$ cat config.mk
export PLATFORM = sky130hd
export DESIGN_NAME = ioblock_ser
export DESIGN_NICKNAME = d
export VERILOG_FILES = /design/src/rtl/ioblock_ser.sv
export SDC_FILE = /design/constraint.sdc
export NUM_CORES = 1
export LEC_CHECK = 0
export ABC_AREA = 1
export CAP_MARGIN = 5
export CORE_MARGIN = 2
export CORE_UTILIZATION = 30
export CTS_BUF_LIST = sky130_fd_sc_hd__clkbuf_4
export CTS_CLUSTER_DIAMETER = 80
export DETAILED_ROUTE_END_ITERATION = 16
export PLACE_DENSITY_LB_ADDON = 0.15
export SYNTH_ARGS = -nofsm -noshare
export SYNTH_HDL_FRONTEND = slang
export SYNTH_SLANG_ARGS = --single-unit
$ cat constraint.sdc
create_clock -name IOCLK -period 1.9 [get_ports IOCLK]
set_input_delay 0.38 -clock IOCLK [delete_from_list [all_inputs] [get_ports IOCLK]]
set_output_delay 0.38 -clock IOCLK [all_outputs]
set_load 0.01 [all_outputs]
$ cat src/rtl/ioblock_ser.sv
// ioblock_ser: parallel-to-serial stage driving an IO block's OUT/TS inputs over a valid/ready handshake.
// Define IOBLOCK_SER_PARITY_EN to append an even-parity bit to every frame.
module ioblock_ser #(
    parameter int WIDTH      = 8,
    parameter bit MSB_FIRST  = 0,
    parameter bit IDLE_LEVEL = 0
) (
    input  logic             IOCLK,
    input  logic             RST,
    input  logic [WIDTH-1:0] DIN,
    input  logic             DIN_VALID,
    output logic             DIN_READY,
    output logic             OUT,
    output logic             TS,
    output logic             BUSY,
    output logic             DONE
);
`ifdef IOBLOCK_SER_PARITY_EN
    localparam int FRAME_LEN = WIDTH + 1;
`else
    localparam int FRAME_LEN = WIDTH;
`endif
    localparam int CW = $clog2(WIDTH + 2);
    localparam logic [CW-1:0] LAST = CW'(FRAME_LEN - 1);
    typedef enum logic {IDLE, SHIFT} state_t;
    state_t           state;
    logic [CW-1:0]    cnt;
    logic [WIDTH-1:0] sh;
    logic [WIDTH-1:0] load_sh;
    logic [WIDTH-1:0] step_sh;
    logic             last;
    logic             accept;
    logic             first_bit;
    logic             data_bit;
    logic             next_bit;
    assign last      = state == SHIFT && cnt == LAST;
    assign DIN_READY = !RST && (state == IDLE || last);
    assign accept    = DIN_VALID && DIN_READY;
    // The first bit goes straight to OUT at the accept edge, so the shift register holds only what remains.
    assign first_bit = MSB_FIRST ? DIN[WIDTH-1] : DIN[0];
    assign load_sh   = MSB_FIRST ? DIN << 1 : DIN >> 1;
    assign step_sh   = MSB_FIRST ? sh << 1 : sh >> 1;
    assign data_bit  = MSB_FIRST ? sh[WIDTH-1] : sh[0];
`ifdef IOBLOCK_SER_PARITY_EN
    logic par;
    always_ff @(posedge IOCLK) begin
        if (RST)
            par <= 1'b0;
        else if (accept)
            par <= ^DIN;
    end
    assign next_bit = cnt == CW'(WIDTH - 1) ? par : data_bit;
`else
    assign next_bit = data_bit;
`endif
    always_ff @(posedge IOCLK) begin
        if (RST) begin
            state <= IDLE;
            cnt   <= '0;
            sh    <= '0;
            OUT   <= IDLE_LEVEL;
            TS    <= 1'b0;
            BUSY  <= 1'b0;
            DONE  <= 1'b0;
        end else if (accept) begin
            state <= SHIFT;
            cnt   <= '0;
            sh    <= load_sh;
            OUT   <= first_bit;
            TS    <= 1'b1;
            BUSY  <= 1'b1;
            DONE  <= 1'b0;
        end else if (last) begin
            state <= IDLE;
            cnt   <= '0;
            OUT   <= IDLE_LEVEL;
            TS    <= 1'b0;
            BUSY  <= 1'b0;
            DONE  <= 1'b0;
        end else if (state == SHIFT) begin
            cnt   <= cnt + 1'b1;
            sh    <= step_sh;
            OUT   <= next_bit;
            DONE  <= cnt == LAST - 1'b1;
        end
    end
endmodule

==> results.cfg, run 1 <==
[outcome]
status = completed

[sta]
final_hold_viol_count = 0
setup_viol = 0
tightest_slew_ns = 0.268
slew_headroom = 0.821
fin_skew_ns = 0.00354
fmax_ghz = 0.561
finalSetupTns_ns = 0
slew_violations = 0
min_period_ns = 1.78
rsz0062_at_grt = no
period_share = 0.938
whs_ns = 0.477

[die]
io_pins = 16
die_width_um = 54.0
die_area_mm2 = 0.00291
num_rows = 18
start_util = 0.308
die_h_um = 54.0
core_area_mm2 = 0.00243

[flow_run]
cap_viol_max_count = 0

[clock_network]
tritoncts = built
clock_latency_ns = 0.28
htree_levels = 1
clockRootBuffer = clkbuf_4
cts_made_buffers = 3
clock_sinks = 14
cts.clk_slew.worst_paths_ns = 0.09
clock_path_buffers = 2
post-cts-setup-buffers = 0

[synthesis]
synth-seq-cells = 14
syn_area_um2 = 749
syn-num-nets = 109
ys.warnings.count = 0
synth.yosys.seq_area_share = 0.374
post_synth.cell_area_avg_um2 = 7.81
netlist_instances = 96
synth_cell_type_count = 20

[placed_design]
dpl_cell_area_um2 = 912
hpwl_um = 1120
io_buffers = 15
placed_cells = 139
place_congestion = 0.715

[hold_path]
whs_endpoint = DONE
whs_path_depth = 2
hp-class = register to register
hp-start = DONE

[routing]
firstDrtPassIters = 4
drc = 0
vias = 660
ant_nets = 0
route.detailed.wl_per_inst_um = 10.6
viasPerCell = 4.62
drt_iter0_drc = 7
routed_wirelength_um = 1520

[global_routing]
track_usage = 0.135
grt_pass1_wl_um = 2800
grt_max_degree = 17
grt_pass1_vias = 635
antenna_found_initial = 0
overflow = 0

[worst_setup_path]
reg2reg_from = cnt[1]
cp-end-kind = output pin
r2r_slack_ns = 0.51
cp-startpoint = cnt[1]
crit_required_ns = 1.52
rr_worst_depth = 7
start_kind = register
r2r_end = cnt[0]
arrival_ns = 1.40
cp_max_fo = 4
worstSetupPathType = register to output pin

[power]
p_leak_nw = 0.406
powerDensity_mw_per_mm2 = 633
ir_drop_uv = 372

[finish]
fin_cells = 143
antenna_cells = 0
final_common_cell = nand2_1
area_growth_pct = 25.9
drive_gt1_frac = 0.177
fill_cells = 267
final_cell_mix = 21 x nand2_1, 14 x clkdlybuf4s50_1, 11 x dfxtp_1, 10 x inv_1, 10 x nand4_1
final_area_um2 = 943
nNetsFinal = 127
-- worst max-delay path, cell delays in order (launching register included) --
cell	delay, ns
dfxtp_2	0.37
ha_2	0.21
nand3_2	0.10
nand2_4	0.07
inv_2	0.04
nor2_1	0.07
dlygate4sd2_1	0.27
-- metrics by stage --
step                      utilization  worst slack, ns  power [W]
after floorplan                     -            0.528   0.000386
after detailed placement        0.375           0.0716   0.000427
final                           0.388            0.117   0.000597
after CTS                       0.387           0.0785   0.000610
after global routing            0.388           0.0134   0.000639
after global placement          0.375           0.0777   0.000426
-- synthesized netlist by cell type --
master / n / share of area
a21oi_1: 6 / 0.040
o211ai_2: 2 / 0.033
buf_6: 2 / 0.030
o211ai_1: 4 / 0.040
nand2_1: 21 / 0.11
nand2_4: 1 / 0.015
nand4_1: 10 / 0.083
nor2_1: 4 / 0.020
nand3_2: 3 / 0.040
dfxtp_1: 14 / 0.37
buf_8: 1 / 0.020
inv_1: 10 / 0.050
buf_4: 1 / 0.010
buf_2: 2 / 0.013
nand3_1: 8 / 0.053
inv_2: 2 / 0.010
ha_1: 2 / 0.033
xor2_1: 1 / 0.012
or2_2: 1 / 0.0084
or2_0: 1 / 0.0084
-- timing repair --
action                                  in CTS  in global routing
hold buffers                                 0                  0
gates resized for setup                      4                  1
endpoints found under the setup margin       1                  2
pin swaps                                    0                  0
cloned                                       0                  0
-- worst max path at each step --
stage	to	slack, ns
after floorplan	DIN_READY	0.53
after global placement	DIN_READY	0.08
after detailed placement	DIN_READY	0.07
after CTS	TS	0.08
after global routing	DIN_READY	0.01
final	DIN_READY	0.12
-- area by class of cell --
cell class / instances / area (um^2) / share of cell area
Multi-Input combinational cell: 64 / 372 / 0.394
Sequential cell: 14 / 284 / 0.301
Timing Repair Buffer: 19 / 179 / 0.190
Inverter: 12 / 45.0 / 0.0477
Tap cell: 30 / 37.5 / 0.0398
Clock buffer: 3 / 22.5 / 0.0239
Clock inverter: 1 / 3.75 / 0.00398
-- registers in the layout, summed over array words and instances (netlist names) --
register  count
state         1
DONE          1
sh            7
OUT           1
cnt           4
-- logic make-up (layout without fill, tap and decap cells) --
family | Yosys count | count (layout) | synth area share
buffers and inverters | 18 | 35 | 0.134
XOR/XNOR | 1 | 1 | 0.0117
adder cells (fa/ha/maj) | 2 | 2 | 0.0334
flip-flops | 14 | 14 | 0.374
AND/OR/NAND/NOR | 49 | 49 | 0.334
AO/OA/AOI/OAI | 12 | 12 | 0.114
-- routing by layer --
layer | vias to the layer above | wire [um] | global-route usage
li1 | 356 | - | -
met1 | 288 | 739 | 0.178
met2 | 14 | 690 | 0.203
met3 | 2 | 78 | 0.0611
met4 | 0 | 10 | 0.0250
met5 | - | 0 | 0
-- power breakdown --
| part | switching, W | total, W | internal [W] |
|---|---|---|---|
| clock | 0.000102 | 0.000178 | 0.0000762 |
| sequential | 0.0000111 | 0.000317 | 0.000306 |
| combinational | 0.0000509 | 0.000102 | 0.0000507 |
| total | 0.000164 | 0.000597 | 0.000433 |
Power figures use the tool's default switching activity.
==> run 2, diff against run 1 <==
--- a/config.mk
+++ b/config.mk
@@ -8,10 +8,11 @@
 export ABC_AREA = 1
 export CAP_MARGIN = 5
 export CORE_MARGIN = 2
-export CORE_UTILIZATION = 30
+export CORE_UTILIZATION = 40
 export CTS_BUF_LIST = sky130_fd_sc_hd__clkbuf_4
 export CTS_CLUSTER_DIAMETER = 80
 export DETAILED_ROUTE_END_ITERATION = 16
+export HOLD_SLACK_MARGIN = 0.06
 export PLACE_DENSITY_LB_ADDON = 0.15
 export SYNTH_ARGS = -nofsm -noshare
 export SYNTH_HDL_FRONTEND = slang
==> run 2 against run 1 <==
  * Utilization grew 15 points
  * Largest cell class unchanged
  * Via count increased by 3.2%
  * First-iteration DRC count is 43% higher
  * Worst setup slack better by 0.012 ns
  * Clock power is 5% lower
  * Sequential power hardly changed
  * Sequential share of layout area rose by 0.23 points
  * Clock skew is 0.0025 ns higher
  * Cell count is 4.2% lower
==> results.cfg, run 2 (synthesis results as in run 1) <==
[outcome]
status = completed

[placed_design]
placed_cells = 134
hpwl_um = 1090
io_buffers = 15
place_congestion = 0.746

[sta]
final_hold_viol_count = 0
finalSetupTns_ns = 0
min_period_ns = 1.77
tightest_slew_ns = 0.319
period_share = 0.932
rsz0062_at_grt = no
slew_headroom = 0.787
slew_violations = 0
fmax_ghz = 0.565
fin_skew_ns = 0.00609
setup_viol = 0

[worst_setup_path]
worstSetupPathType = register to output pin
slowest_stage = clkdlybuf4s50_1
endpoint = BUSY
cp-end-kind = output pin
cp_max_fo = 9
cp-startpoint = state
reg2reg_from = cnt[0]
arrival_ns = 1.39
path_depth = 1
critPathTopFamily = buffers and inverters
crit_chain = clkdlybuf4s50_1
worst-path-buf-inv = 1
start_kind = register
max_stage_delay_ns = 0.60
r2r_end = cnt[2]
rr_worst_depth = 7
crit_required_ns = 1.52
r2r_slack_ns = 0.53

[clock_network]
clock_sinks = 14
tritoncts = built
htree_levels = 1
clock_latency_ns = 0.28
clockRootBuffer = clkbuf_4
clock_path_buffers = 2
cts_made_buffers = 3
cts.clk_slew.worst_paths_ns = 0.08
cts_hold_buf = 0

[power]
p_leak_nw = 0.405
powerDensity_mw_per_mm2 = 631
ir_drop_uv = 457
p_total_w = 0.000588

[global_routing]
busiest_layer = met2
grtUsageMet2 = 0.241
antenna_found_initial = 0
grt_pass1_wl_um = 2460
met3_usage = 0.0692
overflow = 0
grt_max_degree = 17
grt_util_met1 = 0.206
grt_pass1_vias = 575
track_usage = 0.164

[finish]
fin_cells = 137
nNetsFinal = 127
drive_gt1_frac = 0.170
final_common_cell = nand2_1
area_growth_pct = 24.4
largest_register = sh
multiInputGateArea_um2 = 372
antenna_cells = 0
reg_top3 = sh (7), cnt (4)
largest_reg_flops = 7
fill_cells = 182
final_cell_mix = 21 x nand2_1, 14 x clkdlybuf4s50_1, 12 x dfxtp_1, 10 x inv_1, 10 x nand4_1
utilization = 0.534
final-seq-area_um2 = 283

[die]
die_width_um = 47.3
die_h_um = 47.3
core_area_mm2 = 0.00175
die_area_mm2 = 0.00224
num_rows = 15
io_pins = 16
start_util = 0.429

[routing]
routed_wirelength_um = 1520
drc = 0
route.detailed.wl_per_inst_um = 11.1
ant_nets = 0
vias = 681
viasPerCell = 4.97
firstDrtPassIters = 4
drt_iter0_drc = 10

[hold_path]
hp-class = register to register

[flow_run]
cap_viol_max_count = 0
## run 2: cell types whose count changed in the layout (fill, tap and decap cells not counted), sizes merged
cell	delta
clkinv	-1
## run 2: tightest hold or removal path: cells and delay by family, from the launching register on
| kind | cells | cell delay [ns] |
|---|---|---|
| and+or+nand+nor | 1 | 0.06 |
| AOI/OAI and AO/OA | 1 | 0.05 |
| DFF | 1 | 0.32 |
## run 2: how the worst min path moves through the flow
stage           from    end  slack [ns]  cells past startpoint
5_1_grt         DONE   DONE        0.49                      2
3_3_place_gp    DONE   DONE        0.46                      2
2_1_floorplan  sh[6]  sh[6]        0.46                      2
3_5_place_dp    DONE   DONE        0.46                      2
4_1_cts         DONE   DONE        0.48                      2
6_report        DONE   DONE        0.47                      2
## run 2: per-layer routing
metal | wire [um] | up-vias
li1 | - | 354
met1 | 744 | 313
met2 | 689 | 12
met3 | 62 | 2
met4 | 19 | 0
met5 | 0 | -
## run 2: area by class of cell
type | count | share of cell area
clock buffers | 3 | 0.0242
inverters | 12 | 0.0483
multi-input cells | 64 | 0.399
flip-flops and latches | 14 | 0.303
well taps | 25 | 0.0336
repair buffers | 19 | 0.192
## run 2: power breakdown
part	internal [W]	total [W]	switching, W
Combinational	0.0000506	0.000103	0.0000523
Sequential	0.000306	0.000316	0.0000104
Clock	0.0000736	0.000169	0.0000954
## run 2: timing repair
action	4_1_cts	5_1_grt
buffers inserted	0	0
resized for setup	4	0
endpoints found under the setup margin	1	0
## run 2: through the flow
step	setup slack (ns)	hold slack, ns	area (um^2)
2_1_floorplan	0.528	0.458	749
3_3_place_gp	0.0832	0.456	906
3_5_place_dp	0.0729	0.462	906
4_1_cts	0.105	0.476	932
5_1_grt	0.0430	0.490	932
6_report	0.129	0.468	932
==> RTL change, RTL diff (settings of run 1) <==
`IDLE_LEVEL`: 0 -> 1.
--- a/src/rtl/ioblock_ser.sv
+++ b/src/rtl/ioblock_ser.sv
@@ -3,7 +3,7 @@
 module ioblock_ser #(
     parameter int WIDTH      = 8,
     parameter bit MSB_FIRST  = 0,
-    parameter bit IDLE_LEVEL = 0
+    parameter bit IDLE_LEVEL = 1
 ) (
     input  logic             IOCLK,
     input  logic             RST,
Function: changed (a bounded check fails within 4 cycles, from zero or initial values and one cycle with RST high).
==> RTL change against run 1 <==
- final area fell by 2.5%
- synthesized area shrank 2.3%
- worst setup slack gained 0.077 ns
- sequential cell count stayed put
- clock skew down 0.0015 ns
- routed wire length increased by 0.59%
- power grew 0.47%
- via count rose by 3.0%
- critical path type unchanged
- highest routed layer unchanged
==> RTL change: results (changes against run 1) <==
[yosys] cell types with the highest counts after synthesis sky130_fd_sc_hd__nand2_1, sky130_fd_sc_hd__dfxtp_1, sky130_fd_sc_hd__inv_1 [was sky130_fd_sc_hd__nand2_1, sky130_fd_sc_hd__dfxtp_1, sky130_fd_sc_hd__inv_1, sky130_fd_sc_hd__nand4_1, sky130_fd_sc_hd__nand3_1]
[layout] number of multi-input combinational cells 62 [was 64]
[routing] post-DR wirelength/cell 10.8 um [was 10.6 um]
[timing] clock skew 0.00207 ns [was 0.00354 ns]
[placed_design] worst slack after detailed placement 0.0846 ns [was 0.0716 ns]
[worst_setup_path] RR Endpoint cnt[3] [was cnt[0]]
[power] Pleak 0.408 nW [was 0.406 nW]
[worst_setup_path] family with the most delay on the worst path buffers and inverters [was flip-flops]
[worst_setup_path] Reg2Reg Setup Slack 0.48 ns [was 0.51 ns]
[layout] Repair and plain buffers 20 [was 19]
[yosys] Synth Area in Adders 3.42% [was 3.34%]
[layout] multi-input logic area 343 um2 [was 372 um2]
[status] run status finished clean [unchanged]
[placed_design] GP Congestion 0.757 [was 0.715]
[layout] FF+latch count 14 [unchanged]
[routing] average vias per placed instance 4.82 [was 4.62]
[worst_setup_path] Max Fanout on Critical Path 9 [was 4]
[worst_setup_path] reg-to-reg startpoint cnt[0] [was cnt[1]]
[global_routing] via count of the first global-routing pass 618 [was 635]
[worst_setup_path] arrival time at the worst endpoint 1.33 ns [was 1.40 ns]
[worst_setup_path] worst setup path startpoint state [was cnt[1]]
[layout] clock network share of area 2.86% [was 2.79%]
[layout] FILL cells 260 [was 267]
[routing] number of iterations in the first detailed-routing pass 3 [was 4]
[global_routing] pin count of the biggest net entering global routing 19 [was 17]
[layout] share of cells above drive strength 1 14.2% [was 17.7%]
[layout] non-clock buffer share of cell area 19.9% [was 19.0%]
[yosys] compound-cell area share of the yosys netlist 12.6% [was 11.4%]
[RTL change: cell count changes after synthesis, moves of 2 or more]
cell / before / now
sky130_fd_sc_hd__or2_1: 0 / 2
sky130_fd_sc_hd__o211ai_1: 4 / 6
sky130_fd_sc_hd__o211ai_2: 2 / 0
sky130_fd_sc_hd__nand2_1: 21 / 19
sky130_fd_sc_hd__buf_2: 2 / 0
sky130_fd_sc_hd__nand3_2: 3 / 1
[RTL change: worst register-to-register path, cell delays in order (launching register included)]
cell and delay (ns):
sky130_fd_sc_hd__dfxtp_2 0.36, sky130_fd_sc_hd__ha_1 0.18, sky130_fd_sc_hd__nand3_2 0.11, sky130_fd_sc_hd__nand2_4 0.08, sky130_fd_sc_hd__buf_4 0.21, sky130_fd_sc_hd__nand3_1 0.14, sky130_fd_sc_hd__nand2_1 0.18, sky130_fd_sc_hd__nor2_1 0.07
[RTL change: metrics by stage]
stage,hold WS [ns],instances,util [%]
floorplan,0.459,95,-
global placement,0.455,137,39.7
detailed placement,0.475,137,39.7
finish,0.485,141,40.8
global route,0.507,141,40.8
CTS,0.488,141,40.9
[RTL change: report_power, final]
group	internal (mW)	total [mW]	leakage (nW)	switching (mW)
sequential	0.307	0.318	0.115	0.0117
clock	0.0763	0.179	0.0154	0.103
combinational	0.0523	0.102	0.277	0.0500
[RTL change: metal layers]
layer	wire [um]	vias up	GRT usage (%)
met5	0	-	0
met4	14	0	3.85
met3	81	2	6.21
met2	694	10	21.0
met1	736	309	15.4
li1	-	359	-
[RTL change: what timing repair did]
action                     CTS  global route
resized for setup            3             3
setup buffers                0             0
setup endpoints to repair    1             3
hold endpoints to repair     0             0
